[src/rtl/ram_writer_pkg.sv]
// rtl/ram_writer_pkg.sv - shared widths, depth and FSM state encoding for ram_writer
package ram_writer_pkg;

    localparam int AW_DEF = 4;
    localparam int DW_DEF = 8;
    localparam int DEPTH  = 16;

    typedef enum logic [1:0] {
        IDLE   = 2'd0,
        WRITE  = 2'd1,
        VERIFY = 2'd2,
        DONE   = 2'd3
    } state_t;

endpackage

[src/rtl/ram_writer_if.sv]
// rtl/ram_writer_if.sv - byte-stream input and RAM port bundle for ram_writer
interface ram_writer_if #(
    parameter int AW = 4,
    parameter int DW = 8
);
    logic          in_valid;
    logic [DW-1:0] in_data;
    logic          in_ready;
    logic [AW-1:0] mem_addr;
    logic          mem_wr_en;
    logic [DW-1:0] mem_wdata;
    logic [DW-1:0] mem_rdata;

    // writer side: consumes the stream, drives the RAM pins
    modport master (
        input  in_valid, in_data, mem_rdata,
        output in_ready, mem_addr, mem_wr_en, mem_wdata
    );

    // source / RAM side
    modport slave (
        output in_valid, in_data, mem_rdata,
        input  in_ready, mem_addr, mem_wr_en, mem_wdata
    );
endinterface

[src/rtl/ram_writer_xor_accum.sv]
// rtl/ram_writer_xor_accum.sv - DW-bit XOR accumulator with synchronous clear and enable
module ram_writer_xor_accum #(
    parameter int DW = 8
) (
    input  logic          clk,
    input  logic          rst,
    input  logic          clr,
    input  logic          en,
    input  logic [DW-1:0] din,
    output logic [DW-1:0] acc
);

    logic [DW-1:0] acc_q;
    logic [DW-1:0] acc_d;

    // clear wins over accumulate so a new job starts from zero
    always_comb begin
        acc_d = acc_q;
        if (clr) begin
            acc_d = '0;
        end else if (en) begin
            acc_d = acc_q ^ din;
        end
    end

    // accumulator register, active-low asynchronous reset
    always_ff @(posedge clk or negedge rst) begin
        if (!rst) begin
            acc_q <= '0;
        end else begin
            acc_q <= acc_d;
        end
    end

    assign acc = acc_q;

endmodule

[src/rtl/ram_writer.sv]
// rtl/ram_writer.sv - streams bytes into consecutive RAM addresses with optional checksum readback
module ram_writer
    import ram_writer_pkg::*;
#(
    parameter int AW = AW_DEF,
    parameter int DW = DW_DEF
) (
    input  logic          clk,
    input  logic          rst,
    input  logic          start,
    input  logic [AW-1:0] base_addr,
    input  logic [AW:0]   count,
    input  logic          verify_en,
    ram_writer_if.master  bus,
    output logic          busy,
    output logic          done,
    output logic          err,
    output logic [DW-1:0] chk
);

    state_t        state_q,    state_d;
    logic [AW-1:0] addr_q,     addr_d;
    logic [AW-1:0] base_q,     base_d;
    logic [AW-1:0] mem_addr_q, mem_addr_d;
    logic [AW:0]   count_q,    count_d;
    logic [AW:0]   rem_q,      rem_d;
    logic          verify_q,   verify_d;
    logic          wr_en_q,    wr_en_d;
    logic          err_q,      err_d;
    logic [DW-1:0] wdata_q,    wdata_d;

    logic [DW-1:0] rd_chk;
    logic          chk_clr, chk_en;
    logic          rd_clr,  rd_en;

    // Next-state logic. WRITE with rem_q == 0 is a one-cycle drain that
    // overlaps the final write strobe, so the last byte has landed in the
    // RAM before VERIFY reads it and done follows the last strobe by one cycle.
    always_comb begin
        state_d    = state_q;
        addr_d     = addr_q;
        base_d     = base_q;
        mem_addr_d = mem_addr_q;
        count_d    = count_q;
        rem_d      = rem_q;
        verify_d   = verify_q;
        wr_en_d    = 1'b0;
        err_d      = err_q;
        wdata_d    = wdata_q;
        chk_clr    = 1'b0;
        chk_en     = 1'b0;
        rd_clr     = 1'b0;
        rd_en      = 1'b0;

        case (state_q)
            IDLE: begin
                if (start) begin
                    addr_d   = base_addr;
                    base_d   = base_addr;
                    count_d  = count;
                    rem_d    = count;
                    verify_d = verify_en;
                    err_d    = 1'b0;
                    chk_clr  = 1'b1;
                    rd_clr   = 1'b1;
                    state_d  = WRITE;
                end
            end
            WRITE: begin
                if (rem_q != '0) begin
                    if (bus.in_valid) begin
                        wdata_d    = bus.in_data;
                        mem_addr_d = addr_q;
                        wr_en_d    = 1'b1;
                        chk_en     = 1'b1;
                        addr_d     = addr_q + 1'b1;
                        rem_d      = rem_q - 1'b1;
                    end
                end else if (verify_q && (count_q != '0)) begin
                    mem_addr_d = base_q;
                    rem_d      = count_q;
                    state_d    = VERIFY;
                end else begin
                    state_d = DONE;
                end
            end
            VERIFY: begin
                rd_en      = 1'b1;
                mem_addr_d = mem_addr_q + 1'b1;
                rem_d      = rem_q - 1'b1;
                if (rem_q == (AW+1)'(1)) begin
                    // fold in the final read directly rather than waiting a cycle
                    err_d   = ((rd_chk ^ bus.mem_rdata) != chk);
                    state_d = DONE;
                end
            end
            DONE: begin
                state_d = IDLE;
            end
            default: begin
                state_d = IDLE;
            end
        endcase
    end

    // state and datapath registers, active-low asynchronous reset
    always_ff @(posedge clk or negedge rst) begin
        if (!rst) begin
            state_q    <= IDLE;
            addr_q     <= '0;
            base_q     <= '0;
            mem_addr_q <= '0;
            count_q    <= '0;
            rem_q      <= '0;
            verify_q   <= 1'b0;
            wr_en_q    <= 1'b0;
            err_q      <= 1'b0;
            wdata_q    <= '0;
        end else begin
            state_q    <= state_d;
            addr_q     <= addr_d;
            base_q     <= base_d;
            mem_addr_q <= mem_addr_d;
            count_q    <= count_d;
            rem_q      <= rem_d;
            verify_q   <= verify_d;
            wr_en_q    <= wr_en_d;
            err_q      <= err_d;
            wdata_q    <= wdata_d;
        end
    end

    ram_writer_xor_accum #(.DW(DW)) u_chk (
        .clk (clk),
        .rst (rst),
        .clr (chk_clr),
        .en  (chk_en),
        .din (bus.in_data),
        .acc (chk)
    );

    ram_writer_xor_accum #(.DW(DW)) u_rd_chk (
        .clk (clk),
        .rst (rst),
        .clr (rd_clr),
        .en  (rd_en),
        .din (bus.mem_rdata),
        .acc (rd_chk)
    );

    assign bus.in_ready  = (state_q == WRITE) && (rem_q != '0);
    assign bus.mem_addr  = mem_addr_q;
    assign bus.mem_wr_en = wr_en_q;
    assign bus.mem_wdata = wdata_q;
    assign busy          = (state_q == WRITE) || (state_q == VERIFY);
    assign done          = (state_q == DONE);
    assign err           = err_q;

endmodule
[src/flat_wrapper.sv]
// flat-port wrapper written by rule: the top's interface ports become plain ports
module ram_writer_flat import ram_writer_pkg::*;
#(
    parameter int AW = AW_DEF,
    parameter int DW = DW_DEF
)
  (clk, rst, start, base_addr, count, verify_en, busy, done, err, chk, bus_in_valid, bus_in_data, bus_mem_rdata, bus_in_ready, bus_mem_addr, bus_mem_wr_en, bus_mem_wdata);
  ram_writer_if #(.AW(AW), .DW(DW)) bus_i ();
  input  logic clk;
  input  logic rst;
  input  logic start;
  input  logic [AW-1:0] base_addr;
  input  logic [AW:0] count;
  input  logic verify_en;
  output logic busy;
  output logic done;
  output logic err;
  output logic [DW-1:0] chk;
  input wire logic [$bits(bus_i.in_valid)-1:0] bus_in_valid;
  input wire logic [$bits(bus_i.in_data)-1:0] bus_in_data;
  input wire logic [$bits(bus_i.mem_rdata)-1:0] bus_mem_rdata;
  output wire logic [$bits(bus_i.in_ready)-1:0] bus_in_ready;
  output wire logic [$bits(bus_i.mem_addr)-1:0] bus_mem_addr;
  output wire logic [$bits(bus_i.mem_wr_en)-1:0] bus_mem_wr_en;
  output wire logic [$bits(bus_i.mem_wdata)-1:0] bus_mem_wdata;
  assign bus_i.in_valid = bus_in_valid;
  assign bus_i.in_data = bus_in_data;
  assign bus_i.mem_rdata = bus_mem_rdata;
  assign bus_in_ready = bus_i.in_ready;
  assign bus_mem_addr = bus_i.mem_addr;
  assign bus_mem_wr_en = bus_i.mem_wr_en;
  assign bus_mem_wdata = bus_i.mem_wdata;
  ram_writer #(.AW(AW), .DW(DW)) u_core (.clk(clk), .rst(rst), .start(start), .base_addr(base_addr), .count(count), .verify_en(verify_en), .bus(bus_i), .busy(busy), .done(done), .err(err), .chk(chk));
endmodule
[config.mk]
export PLATFORM = sky130hd
export DESIGN_NAME = ram_writer_flat
export DESIGN_NICKNAME = d
export VERILOG_FILES = /design/src/rtl/ram_writer_pkg.sv /design/src/rtl/ram_writer_if.sv /design/src/rtl/ram_writer_xor_accum.sv /design/src/rtl/ram_writer.sv /design/src/flat_wrapper.sv
export SDC_FILE = /design/constraint.sdc
export NUM_CORES = 1
export LEC_CHECK = 0
export ABC_AREA = 1
export ABC_CLOCK_PERIOD_IN_PS = 1900
export BUFFER_PORTS_ARGS = -buffer_cell sky130_fd_sc_hd__buf_2
export CORE_UTILIZATION = 40
export CTS_CLUSTER_DIAMETER = 50
export DETAILED_ROUTE_END_ITERATION = 12
export PLACE_DENSITY = 0.59
export SLEW_MARGIN = 25
export SYNTH_ARGS = -nofsm -noshare
export SYNTH_HDL_FRONTEND = slang
export SYNTH_SLANG_ARGS = --single-unit
[constraint.sdc]
create_clock -name clk -period 1.9 [get_ports clk]
set_input_delay 0.38 -clock clk [delete_from_list [all_inputs] [get_ports clk]]
set_output_delay 0.38 -clock clk [all_outputs]
set_load 0.03 [all_outputs]
==> impl_metrics.env <==
export IMPL_p_sw_share_pct=48.59
export IMPL_grt_ovfl_total=0
export IMPL_p_comb_share_pct=58.0
export IMPL_slew_violations=0
export IMPL_cts_clk_slew_worst_paths_ps=100
export IMPL_via_count=2608
export IMPL_die_w_um=87.10
export IMPL_layout_common_cells="nand2_1 (169), buf_2 (52), dfrtp_1 (50)"
export IMPL_portBuffers=54
export IMPL_path_cells="inv_1, ha_2, clkbuf_4"
export IMPL_cts_tree="yes"
export IMPL_grt_max_degree=52
export IMPL_insertion_delay_ps=310
export IMPL_status="complete, no violations"
export IMPL_syn_area_per_cell_sq_um=7.259
export IMPL_finalClockSkew_ps=6.803
export IMPL_place_inst=551
export IMPL_routed_wl_um=6639
export IMPL_drive_gt1_share_pct=21.58
export IMPL_worst_pin_slew_ps=320.3
export IMPL_slowest_delay_ps=420
export IMPL_p_int_mw=3.439
export IMPL_grt_pass1_wl_um=11170
export IMPL_hold_viol=0
export IMPL_peakVddDrop_uv=1014
export IMPL_final_cell_count_no_fill=564
export IMPL_p_clk_share_pct=11.9
export IMPL_gp_congestion=0.8031
export IMPL_synth_distinct_cells=31
export IMPL_nNetsFinal=508
export IMPL_syn_inst=399
export IMPL_worst_path_max_fanout=5
export IMPL_ant_nets=0
export IMPL_diodes=0
export IMPL_initial_core_util_pct=41.94
export IMPL_setup_viol=0
export IMPL_antenna_found_initial=0
export IMPL_switchingPower_mw=3.251
export IMPL_p_leak_nw=1.994
export IMPL_drc_errors=0
export IMPL_final_common_cell="nand2_1"
export IMPL_slew_headroom_pct=78.60
export IMPL_yosysSeqAreaShare_pct=44.06
export IMPL_report_power_total_mw=6.690
export IMPL_ys_warnings_count=0
export IMPL_timing_final_crit_period_ps=1846
export IMPL_power_density_mw_per_mm2=1903
export IMPL_cts_buffer_depth=2
export IMPL_crit_path_top_delay_cell="ha_2"
export IMPL_netlist_area_sq_mm=0.002897
export IMPL_cts_htree_levels=2
export IMPL_first_global_vias=2409
export IMPL_maxCapViolations=0
export IMPL_fp_dieH_um=87.10
export IMPL_ff2ff_setup_slack_ps=160
export IMPL_cp_end_kind="primary output"
export IMPL_rsz0062_at_grt="true"
export IMPL_fin_ws_ps=54.20
export IMPL_synth_nets=440
export IMPL_hold_path_class="input port to asynchronous set/reset pin"
export IMPL_ys_seq_elements=51
export IMPL_viasPerCell=4.624
export IMPL_drtPass1Iterations=4
export IMPL_wl_per_cell_um=11.77
export IMPL_pin_count=55
export IMPL_cts_hold_buf=0
export IMPL_drtIter0Drc=144
export IMPL_grtUsageTotal_pct=19.29
export IMPL_crit_arrival_ps=1470
export IMPL_dp_hpwl_um=4948
export IMPL_fin_crit_sh_pct=97.15
export IMPL_clkSinkCount=51
export IMPL_fin_util_pct=50.89
export IMPL_seqPwrFrac_pct=30.1
export IMPL_worstPathRequired_ps=1520
export IMPL_cts_buffers=5
export IMPL_crit_type="flip-flop to primary output"
export IMPL_num_rows=30
export IMPL_dpl_worst_slack_ps=76.08
export IMPL_area_delta_synth_final_pct=21.34
export IMPL_fmax_mhz=541.8
export IMPL_coreArea_sq_mm=0.006907
export IMPL_cts_root_buf="clkbuf_8"
export IMPL_die_area_sq_mm=0.007586
export IMPL_cp_start_kind="flip-flop"
[stage by stage]
step	TNS (ps)	cell area, sq um	hold slack, ps
floorplan	0	2897	84.41
global placement	0	3324	398.9
detailed placement	0	3324	400.3
CTS	0	3471	56.35
global route	-44.35	3515	60.58
finish	0	3515	50.16
[cell usage after synthesis]
| cell | count | area share, % |
|---|---|---|
| buf_4 | 1 | 0.26 |
| nand3_4 | 1 | 0.60 |
| nand3_1 | 22 | 3.8 |
| o22ai_1 | 8 | 1.7 |
| or2_2 | 1 | 0.22 |
| ha_1 | 11 | 4.8 |
| dfrtp_1 | 51 | 44 |
| o21ai_4 | 1 | 0.56 |
| clkinv_1 | 1 | 0.13 |
| nand3_2 | 2 | 0.69 |
| nand2_1 | 169 | 22 |
| inv_1 | 42 | 5.4 |
| inv_4 | 1 | 0.22 |
| nor3_2 | 1 | 0.35 |
| inv_2 | 2 | 0.26 |
| nand2_2 | 3 | 0.65 |
| xnor2_1 | 2 | 0.60 |
| nor2_2 | 3 | 0.65 |
| a31oi_1 | 1 | 0.22 |
| a21oi_1 | 9 | 1.6 |
| mux2i_1 | 1 | 0.35 |
| xor2_1 | 1 | 0.30 |
| nand2_4 | 2 | 0.78 |
| o21ai_1 | 1 | 0.17 |
| buf_1 | 1 | 0.13 |
| o21ai_0 | 14 | 2.4 |
| and2_4 | 1 | 0.30 |
| buf_2 | 4 | 0.69 |
| buf_6 | 1 | 0.39 |
| nor2_1 | 39 | 5.1 |
| nor2_4 | 2 | 0.78 |
[metal layers]
metal  wire length [um]  track usage (%)
met1               3187            25.89
met2               3043            31.85
met3                314            3.507
met4                 94            5.812
met5                  0                0
[power groups by stage]
| stage | clock (mW) | sequential, mW | combinational, mW |
|---|---|---|---|
| final | 0.793 | 2.01 | 3.88 |
| after global routing | 0.858 | 2.08 | 4.40 |
| after CTS | 0.825 | 2.01 | 3.82 |
| after detailed placement | 0 | 2.02 | 3.75 |
| after global placement | 0 | 2.02 | 3.71 |
| after floorplan | 0 | 2.38 | 2.40 |
[final timing paths]
kind / startpoint / to / cells past startpoint
min in group clk: verify_en / u_core.verify_q$_DFFE_PN0P_ / 3
setup reg to reg: u_core.rem_q[0]$_DFFE_PN0P_ / u_core.bus.mem_addr[0]$_DFFE_PN0P_ / 12
hold / removal: rst / u_core.u_rd_chk.acc[4]$_DFFE_PN0P_ / 2
max in group asynchronous: rst / u_core.state_q[0]$_DFFE_PN0P_ / 2
setup / recovery: u_core.state_q[1]$_DFFE_PN0P_ / busy / 3
hold reg to reg: u_core.bus.mem_wdata[4]$_DFFE_PN0P_ / u_core.bus.mem_wdata[4]$_DFFE_PN0P_ / 2
[flip-flops by register name, summed over array words and instances (netlist names)]
| register | flops |
|---|---|
| u_core.err | 1 |
| u_core.bus.mem_wr_en | 1 |
| u_core.bus.mem_addr | 4 |
| u_core.u_rd_chk.acc | 8 |
| u_core.u_chk.acc | 8 |
| u_core.addr_q | 4 |
| u_core.rem_q | 5 |
| u_core.verify_q | 1 |
| u_core.bus.mem_wdata | 8 |
| u_core.state_q | 2 |
| u_core.count_q | 5 |
| u_core.base_q | 4 |
[worst max-delay path: cells and delay by family (launching register included)]
| kind | cells | cell delay [ps] |
|---|---|---|
| fa+ha+maj | 1 | 420 |
| buf+inv | 2 | 330 |
| flops | 1 | 410 |
[area by class of cell]
cell class / count / area, sq um
clock inverters: 2 / 35.03
fillers: 709 / 3392
clock buffers: 6 / 82.58
well taps: 96 / 120.1
repair buffers: 68 / 396.6
inverters: 46 / 175.2
flip-flops and latches: 51 / 1277
multi-input cells: 295 / 1428
[cell families after synthesis]
kind of cell | Yosys count | share of synthesized area (%)
simple gates | 246 | 35.77
flops | 51 | 44.06
fa+ha+maj | 11 | 4.752
compound gates | 34 | 6.652
mux | 1 | 0.3456
buf+inv | 53 | 7.516
xor+xnor | 3 | 0.9073
[what timing repair did]
action	4_1_cts	5_1_grt
resized for setup	6	6
buffers inserted	1	4
gates cloned	0	0
pin swaps	1	2
setup endpoints to repair	1	7
(Power assumes the default switching activity.)
